$ cat config.mk
export PLATFORM = sky130hd
export DESIGN_NAME = eth_rx_dispatch
export DESIGN_NICKNAME = d
export VERILOG_FILES = /design/src/rtl/eth_rx_dispatch.sv
export SDC_FILE = /design/constraint.sdc
export NUM_CORES = 1
export LEC_CHECK = 0
export CAP_MARGIN = 20
export CORE_MARGIN = 2
export CORE_UTILIZATION = 45
export CTS_CLUSTER_DIAMETER = 150
export DETAILED_ROUTE_END_ITERATION = 10
export PLACE_DENSITY_LB_ADDON = 0.15
export SLEW_MARGIN = 20
export SYNTH_ARGS = -nofsm -noshare
export SYNTH_HDL_FRONTEND = slang
export SYNTH_SLANG_ARGS = --single-unit
$ cat constraint.sdc
create_clock -name clk -period 9.57 [get_ports clk]
set_input_delay 1.914 -clock clk [delete_from_list [all_inputs] [get_ports clk]]
set_output_delay 1.914 -clock clk [all_outputs]
set_load 0.05 [all_outputs]
$ cat src/rtl/eth_rx_dispatch.sv
// eth_rx_dispatch
//   Receive-side GMII frame dispatcher. Each incoming frame is checked for
//   preamble, SFD, destination MAC and EtherType. The whole frame, preamble
//   included, is then replayed with a fixed 22-cycle delay on the ARP port,
//   on the ICMP/IP port, or on neither (dropped). Because of the delay, the
//   routing decision is ready one cycle before byte 1 leaves the delay line.
//
// Ports
//   clk              GMII receive clock, rising edge
//   rst              asynchronous active-high reset
//   gmii_rx_dv/rxd   receive byte stream in
//   arp_gmii_rx_*    delayed stream for ARP-routed frames (zero otherwise)
//   icmp_gmii_rx_*   delayed stream for IP-routed frames (zero otherwise)
//   arp_cnt, ip_cnt, drop_cnt   saturating per-route frame counters
//   route_ovf        sticky: a route was discarded because the FIFO was full
//
// Input FSM
//   state     | meaning
//   WAIT_IDLE | after reset; ignore a frame already in progress
//   IDLE      | between frames, waiting for dv
//   HDR       | bytes 1..22: preamble, SFD, dest MAC, EtherType checks
//   BODY      | route already pushed; wait for end of frame
module eth_rx_dispatch #(
  parameter logic [47:0] BOARD_MAC = 48'h00_11_22_33_44_55
) (
  input  logic        clk,
  input  logic        rst,
  input  logic        gmii_rx_dv,
  input  logic [7:0]  gmii_rxd,
  output logic        arp_gmii_rx_dv,
  output logic [7:0]  arp_gmii_rxd,
  output logic        icmp_gmii_rx_dv,
  output logic [7:0]  icmp_gmii_rxd,
  output logic [15:0] arp_cnt,
  output logic [15:0] ip_cnt,
  output logic [15:0] drop_cnt,
  output logic        route_ovf
);

  localparam logic [1:0] ROUTE_DROP = 2'd0;
  localparam logic [1:0] ROUTE_ARP  = 2'd1;
  localparam logic [1:0] ROUTE_IP   = 2'd2;
  localparam int         DLY        = 22;

  typedef enum logic [1:0] {WAIT_IDLE, IDLE, HDR, BODY} state_t;

  state_t      r_state;
  logic [4:0]  r_idx;
  logic        r_pre_ok;
  logic        r_ucast;
  logic        r_bcast;
  logic [7:0]  r_et_hi;

  logic [8:0]  r_dly [DLY];
  logic        r_dly_dv_q;

  logic [1:0]  r_fifo [4];
  logic [1:0]  r_wr_ptr;
  logic [1:0]  r_rd_ptr;
  logic [2:0]  r_count;
  logic [1:0]  r_out_route;

  logic        r_arp_dv;
  logic [7:0]  r_arp_rxd;
  logic        r_icmp_dv;
  logic [7:0]  r_icmp_rxd;
  logic [15:0] r_arp_cnt;
  logic [15:0] r_ip_cnt;
  logic [15:0] r_drop_cnt;
  logic        r_route_ovf;

  logic [4:0]  w_n;
  logic [7:0]  w_mac_byte;
  logic        w_push;
  logic [1:0]  w_push_route;
  logic        w_push_ok;
  logic [8:0]  w_dly_out;
  logic        w_sof;
  logic        w_empty;
  logic        w_full;
  logic        w_pop;
  logic [1:0]  w_route_head;
  logic [1:0]  w_route_cur;

  // Byte index of the byte currently on gmii_rxd while in HDR.
  always_comb begin
    w_n = r_idx + 5'd1;
    case (w_n)
      5'd9:    w_mac_byte = BOARD_MAC[47:40];
      5'd10:   w_mac_byte = BOARD_MAC[39:32];
      5'd11:   w_mac_byte = BOARD_MAC[31:24];
      5'd12:   w_mac_byte = BOARD_MAC[23:16];
      5'd13:   w_mac_byte = BOARD_MAC[15:8];
      5'd14:   w_mac_byte = BOARD_MAC[7:0];
      default: w_mac_byte = 8'h00;
    endcase
  end

  // Route decision: on byte 22, or on a runt ending inside the header.
  always_comb begin
    w_push       = 1'b0;
    w_push_route = ROUTE_DROP;
    if (r_state == HDR) begin
      if (!gmii_rx_dv) begin
        w_push = 1'b1;
      end else if (w_n == 5'd22) begin
        w_push = 1'b1;
        if (r_pre_ok && (r_ucast || r_bcast)) begin
          if ({r_et_hi, gmii_rxd} == 16'h0806)      w_push_route = ROUTE_ARP;
          else if ({r_et_hi, gmii_rxd} == 16'h0800) w_push_route = ROUTE_IP;
        end
      end
    end
  end

  always_ff @(posedge clk or posedge rst) begin
    if (rst) begin
      r_state  <= WAIT_IDLE;
      r_idx    <= 5'd0;
      r_pre_ok <= 1'b0;
      r_ucast  <= 1'b0;
      r_bcast  <= 1'b0;
      r_et_hi  <= 8'h00;
    end else begin
      case (r_state)
        WAIT_IDLE: begin
          if (!gmii_rx_dv) r_state <= IDLE;
        end
        IDLE: begin
          if (gmii_rx_dv) begin
            r_state  <= HDR;
            r_idx    <= 5'd1;
            r_pre_ok <= (gmii_rxd == 8'h55);
            r_ucast  <= 1'b1;
            r_bcast  <= 1'b1;
          end
        end
        HDR: begin
          if (!gmii_rx_dv) begin
            r_state <= IDLE;
          end else begin
            r_idx <= w_n;
            if (w_n <= 5'd7) begin
              r_pre_ok <= r_pre_ok & (gmii_rxd == 8'h55);
            end else if (w_n == 5'd8) begin
              r_pre_ok <= r_pre_ok & (gmii_rxd == 8'hD5);
            end else if (w_n <= 5'd14) begin
              r_ucast <= r_ucast & (gmii_rxd == w_mac_byte);
              r_bcast <= r_bcast & (gmii_rxd == 8'hFF);
            end else if (w_n == 5'd21) begin
              r_et_hi <= gmii_rxd;
            end
            if (w_n == 5'd22) r_state <= BODY;
          end
        end
        BODY: begin
          if (!gmii_rx_dv) r_state <= IDLE;
        end
        default: r_state <= WAIT_IDLE;
      endcase
    end
  end

  always_ff @(posedge clk or posedge rst) begin
    if (rst) begin
      for (int i = 0; i < DLY; i++) r_dly[i] <= 9'h000;
    end else begin
      r_dly[0] <= {gmii_rx_dv, gmii_rxd};
      for (int i = 1; i < DLY; i++) r_dly[i] <= r_dly[i-1];
    end
  end

  // Start of a delayed frame pops its route; the pop is combinational so
  // byte 1 is already steered on the cycle it leaves the delay line.
  assign w_dly_out    = r_dly[DLY-1];
  assign w_sof        = w_dly_out[8] & ~r_dly_dv_q;
  assign w_empty      = (r_count == 3'd0);
  assign w_full       = (r_count == 3'd4);
  assign w_pop        = w_sof & ~w_empty;
  assign w_push_ok    = w_push & (~w_full | w_pop);
  assign w_route_head = w_empty ? ROUTE_DROP : r_fifo[r_rd_ptr];
  assign w_route_cur  = w_sof ? w_route_head : r_out_route;

  always_ff @(posedge clk or posedge rst) begin
    if (rst) begin
      for (int i = 0; i < 4; i++) r_fifo[i] <= ROUTE_DROP;
      r_wr_ptr    <= 2'd0;
      r_rd_ptr    <= 2'd0;
      r_count     <= 3'd0;
      r_route_ovf <= 1'b0;
      r_out_route <= ROUTE_DROP;
      r_dly_dv_q  <= 1'b0;
    end else begin
      r_dly_dv_q <= w_dly_out[8];
      if (w_push_ok) begin
        r_fifo[r_wr_ptr] <= w_push_route;
        r_wr_ptr         <= r_wr_ptr + 2'd1;
      end
      if (w_pop) r_rd_ptr <= r_rd_ptr + 2'd1;
      if (w_push_ok && !w_pop)      r_count <= r_count + 3'd1;
      else if (!w_push_ok && w_pop) r_count <= r_count - 3'd1;
      if (w_push && !w_push_ok) r_route_ovf <= 1'b1;
      if (w_sof)              r_out_route <= w_route_head;
      else if (!w_dly_out[8]) r_out_route <= ROUTE_DROP;
    end
  end

  always_ff @(posedge clk or posedge rst) begin
    if (rst) begin
      r_arp_dv   <= 1'b0;
      r_arp_rxd  <= 8'h00;
      r_icmp_dv  <= 1'b0;
      r_icmp_rxd <= 8'h00;
    end else begin
      r_arp_dv   <= w_dly_out[8] && (w_route_cur == ROUTE_ARP);
      r_arp_rxd  <= (w_dly_out[8] && (w_route_cur == ROUTE_ARP)) ? w_dly_out[7:0] : 8'h00;
      r_icmp_dv  <= w_dly_out[8] && (w_route_cur == ROUTE_IP);
      r_icmp_rxd <= (w_dly_out[8] && (w_route_cur == ROUTE_IP)) ? w_dly_out[7:0] : 8'h00;
    end
  end

  // Counters follow the decision, even if the FIFO had to discard it.
  always_ff @(posedge clk or posedge rst) begin
    if (rst) begin
      r_arp_cnt  <= 16'h0000;
      r_ip_cnt   <= 16'h0000;
      r_drop_cnt <= 16'h0000;
    end else if (w_push) begin
      case (w_push_route)
        ROUTE_ARP: if (r_arp_cnt != 16'hFFFF) r_arp_cnt <= r_arp_cnt + 16'd1;
        ROUTE_IP:  if (r_ip_cnt != 16'hFFFF) r_ip_cnt <= r_ip_cnt + 16'd1;
        default:   if (r_drop_cnt != 16'hFFFF) r_drop_cnt <= r_drop_cnt + 16'd1;
      endcase
    end
  end

  assign arp_gmii_rx_dv  = r_arp_dv;
  assign arp_gmii_rxd    = r_arp_rxd;
  assign icmp_gmii_rx_dv = r_icmp_dv;
  assign icmp_gmii_rxd   = r_icmp_rxd;
  assign arp_cnt         = r_arp_cnt;
  assign ip_cnt          = r_ip_cnt;
  assign drop_cnt        = r_drop_cnt;
  assign route_ovf       = r_route_ovf;

endmodule

==> flow_metrics.env <==
export IMPL_gp_congestion=0.790
export IMPL_diodes=0
export IMPL_grt_pass1_wl_um=28100
export IMPL_p_leak_nw=5.55
export IMPL_rows=54
export IMPL_maxSlewHeadroom_pct=55.4
export IMPL_initial_core_util_pct=46.1
export IMPL_yosysWarnings=0
export IMPL_viasPerCell=5.00
export IMPL_criticalPathCategory="input port to flop"
export IMPL_status="finished, final reports clean"
export IMPL_p_per_area_nw_per_um2=244
export IMPL_cts_buffers=30
export IMPL_cts_sinks=301
export IMPL_grt_max_degree=214
export IMPL_cts_resized=0
export IMPL_die_w_um=154
export IMPL_syn_nets=702
export IMPL_syn_area_sq_um=10100
export IMPL_drt_iter0_markers=325
export IMPL_reg2regPathDepth=10
export IMPL_wirelength_um=16100
export IMPL_cts_tree="yes"
export IMPL_slew_violations=0
export IMPL_setup_tns_ps=0
export IMPL_rrSetupSlack_ps=5700
export IMPL_rr_startpoint="r_idx[0]"
export IMPL_netlist_top_cell_by_area="dfrtp_1"
export IMPL_grt_pass1_vias=5625
export IMPL_num_vias=5369
export IMPL_pwr_share_seq_pct=47.9
export IMPL_p_int_mw=2.26
export IMPL_root_buffer="clkbuf_16"
export IMPL_port_buffers=77
export IMPL_synthArstFlopShare_pct=100
export IMPL_dp_hpwl_um=10000
export IMPL_dr_pass1_iters=4
export IMPL_hold_viol=0
export IMPL_clkTransAtPathRegs_ps=60
export IMPL_fill_cells=1739
export IMPL_clockPowerShare_pct=41.7
export IMPL_finalNonFillerCells=1073
export IMPL_endpoint="drop_cnt[1]"
export IMPL_yosysTopAreaCellShare_pct=74.3
export IMPL_min_path_type="flop to flop"
export IMPL_area_growth_pct=21.9
export IMPL_final_layout_size_suffix_gt1_share_pct=11.6
export IMPL_ant_nets=0
export IMPL_ys_seq_area_share_pct=74.3
export IMPL_swShare_pct=25.0
export IMPL_layout_commonest_cell="dfrtp_1"
export IMPL_core_area_sq_um=22000
export IMPL_dieArea_sq_um=23700
export IMPL_synth_top_cells_by_area="dfrtp_1, xnor2_1, ha_1, xor2_1, mux2_2"
export IMPL_min_period_ps=4380
export IMPL_r2r_end="drop_cnt[1]"
export IMPL_fp_dieH_um=154
export IMPL_antenna_found_initial=0
export IMPL_syn_area_per_cell_sq_um=15.1
export IMPL_fin_crit_sh_pct=45.7
export IMPL_grt_overflow=0
export IMPL_ir_drop_uv=126
export IMPL_worstPathMaxFanout=11
export IMPL_synthDistinctLibCells=68
export IMPL_crit_arrival_ps=4800
export IMPL_maxCapViolations=0
export IMPL_syn_inst=673
export IMPL_rsz0062_at_grt="no"
export IMPL_grt_usage_pct=14.3
export IMPL_setup_viol=0
export IMPL_ys_seq_elements=301
export IMPL_cts_path_max_buffers=3
export IMPL_synth_edf_count=0
export IMPL_drcViolationCount=0
export IMPL_critPathRequiredTime_ps=9990
export IMPL_worstMarginPinSlew_ps=669
export IMPL_synth_ff_type="dfrtp_1"
export IMPL_ioPinCount=78
export IMPL_switching_power_mw=0.755
export IMPL_end_kind="flop"
export IMPL_detail_route_wl_per_cell_um=15.0
export IMPL_fin_nets=798
export IMPL_fin_skew_ps=40.6
export IMPL_htreeDepth=1
export IMPL_combPwrFrac_pct=10.4
export IMPL_placed_cells=1016
export IMPL_cts_setup_buffers=0
export IMPL_fmax_mhz=228
export IMPL_holdCritStartpoint="r_dly[143]"
export IMPL_cp_start_kind="input port"
export IMPL_critPathLaunch="gmii_rxd[0]"
export IMPL_clk_latency_ps=570
export IMPL_hold_buffers=0
export IMPL_layout_common_cells="dfrtp_1, clkdlybuf4s50_1, nand2_1, xnor2_1, clkbuf_16"
[state kept, by name, indices dropped and copies added (netlist names), 2 cells and up]
name	flops
r_wr_ptr	2
r_rd_ptr	2
r_state	2
icmp_gmii_rxd	8
w_dly_out	9
r_count	3
r_idx	5
r_et_hi	8
ip_cnt	16
r_out_route	2
r_dly	189
drop_cnt	16
arp_gmii_rxd	8
r_fifo	8
arp_cnt	16
[power by group through the flow]
stage	clock, mW	combinational (mW)	sequential, mW
floorplan	0	0.241	1.45
global placement	0	0.302	1.46
detailed placement	0	0.314	1.46
CTS	1.29	0.317	1.44
global route	1.35	0.353	1.46
finish	1.26	0.315	1.44
[worst max-delay path, cell delays in order]
cell and delay (ps):
clkdlybuf4s50_1 540, nor4_1 310, o21ai_0 190, nor4_4 410, nand4b_4 200, ha_1 330, o21ai_1 70, o21ba_1 470
mux2_2 380
[Yosys cell counts, drive strengths merged, types with 3 or more instances]
| cell | instances |
|---|---|
| xnor2 | 32 |
| and2 | 20 |
| dfrtp | 301 |
| and4 | 3 |
| o32ai | 4 |
| nor3 | 10 |
| nand4 | 18 |
| mux2 | 14 |
| nand3 | 22 |
| inv | 24 |
| nor4 | 7 |
| o31ai | 9 |
| xor2 | 20 |
| nand2 | 36 |
| clkbuf | 9 |
| a211oi | 3 |
| nand2b | 5 |
| buf | 8 |
| nor2b | 3 |
| and3 | 11 |
| a21oi | 10 |
| ha | 17 |
| o21ai | 21 |
| nor2 | 24 |
[final cells by class]
cell class	instances	area, sq um	area share, %
Clock buffer	45	927	7.51
Clock inverter	11	186	1.51
Inverter	24	93.8	0.760
Multi-Input combinational cell	331	2430	19.7
Sequential cell	301	7530	61.0
Tap cell	280	350	2.84
Timing Repair Buffer	81	833	6.75
[through the flow]
| stage | instance area, sq um | setup WS (ps) | total power [mW] | hold slack (ps) | utilization [%] |
|---|---|---|---|---|---|
| global placement | 11200 | 4670 | 1.76 | 332 | 51.1 |
| floorplan | 10100 | 3650 | 1.69 | 331 | - |
| finish | 12400 | 5190 | 3.02 | 311 | 56.3 |
| detailed placement | 11200 | 4590 | 1.78 | 335 | 51.1 |
| CTS | 12300 | 5170 | 3.05 | 303 | 56.1 |
| global route | 12400 | 4910 | 3.16 | 309 | 56.3 |
[cells by family after synthesis]
| group | after synthesis | synth area share [%] |
|---|---|---|
| flops | 301 | 74.3 |
| simple gates | 171 | 9.73 |
| compound gates | 72 | 5.25 |
| xor+xnor | 52 | 4.49 |
| buf+inv | 41 | 1.69 |
| mux | 18 | 2.20 |
| fa+ha+maj | 18 | 2.30 |
[worst min-delay path by stage]
stage	cells after the start	endpoint	slack, ps
6_report	0	r_dly[134]	310
5_1_grt	0	r_dly[134]	310
4_1_cts	0	r_dly[134]	300
3_5_place_dp	0	r_dly[106]	330
3_3_place_gp	0	r_dly[165]	330
2_1_floorplan	0	r_dly[100]	330
[routing by layer]
metal	global-route usage [%]	up-vias	part of all wire [%]
met2	23.8	115	50
met1	19.3	2755	44
met4	4.36	0	1.7
li1	-	2477	-
met3	2.82	22	4.7
met5	0	-	0
(Power assumes the default switching activity.)
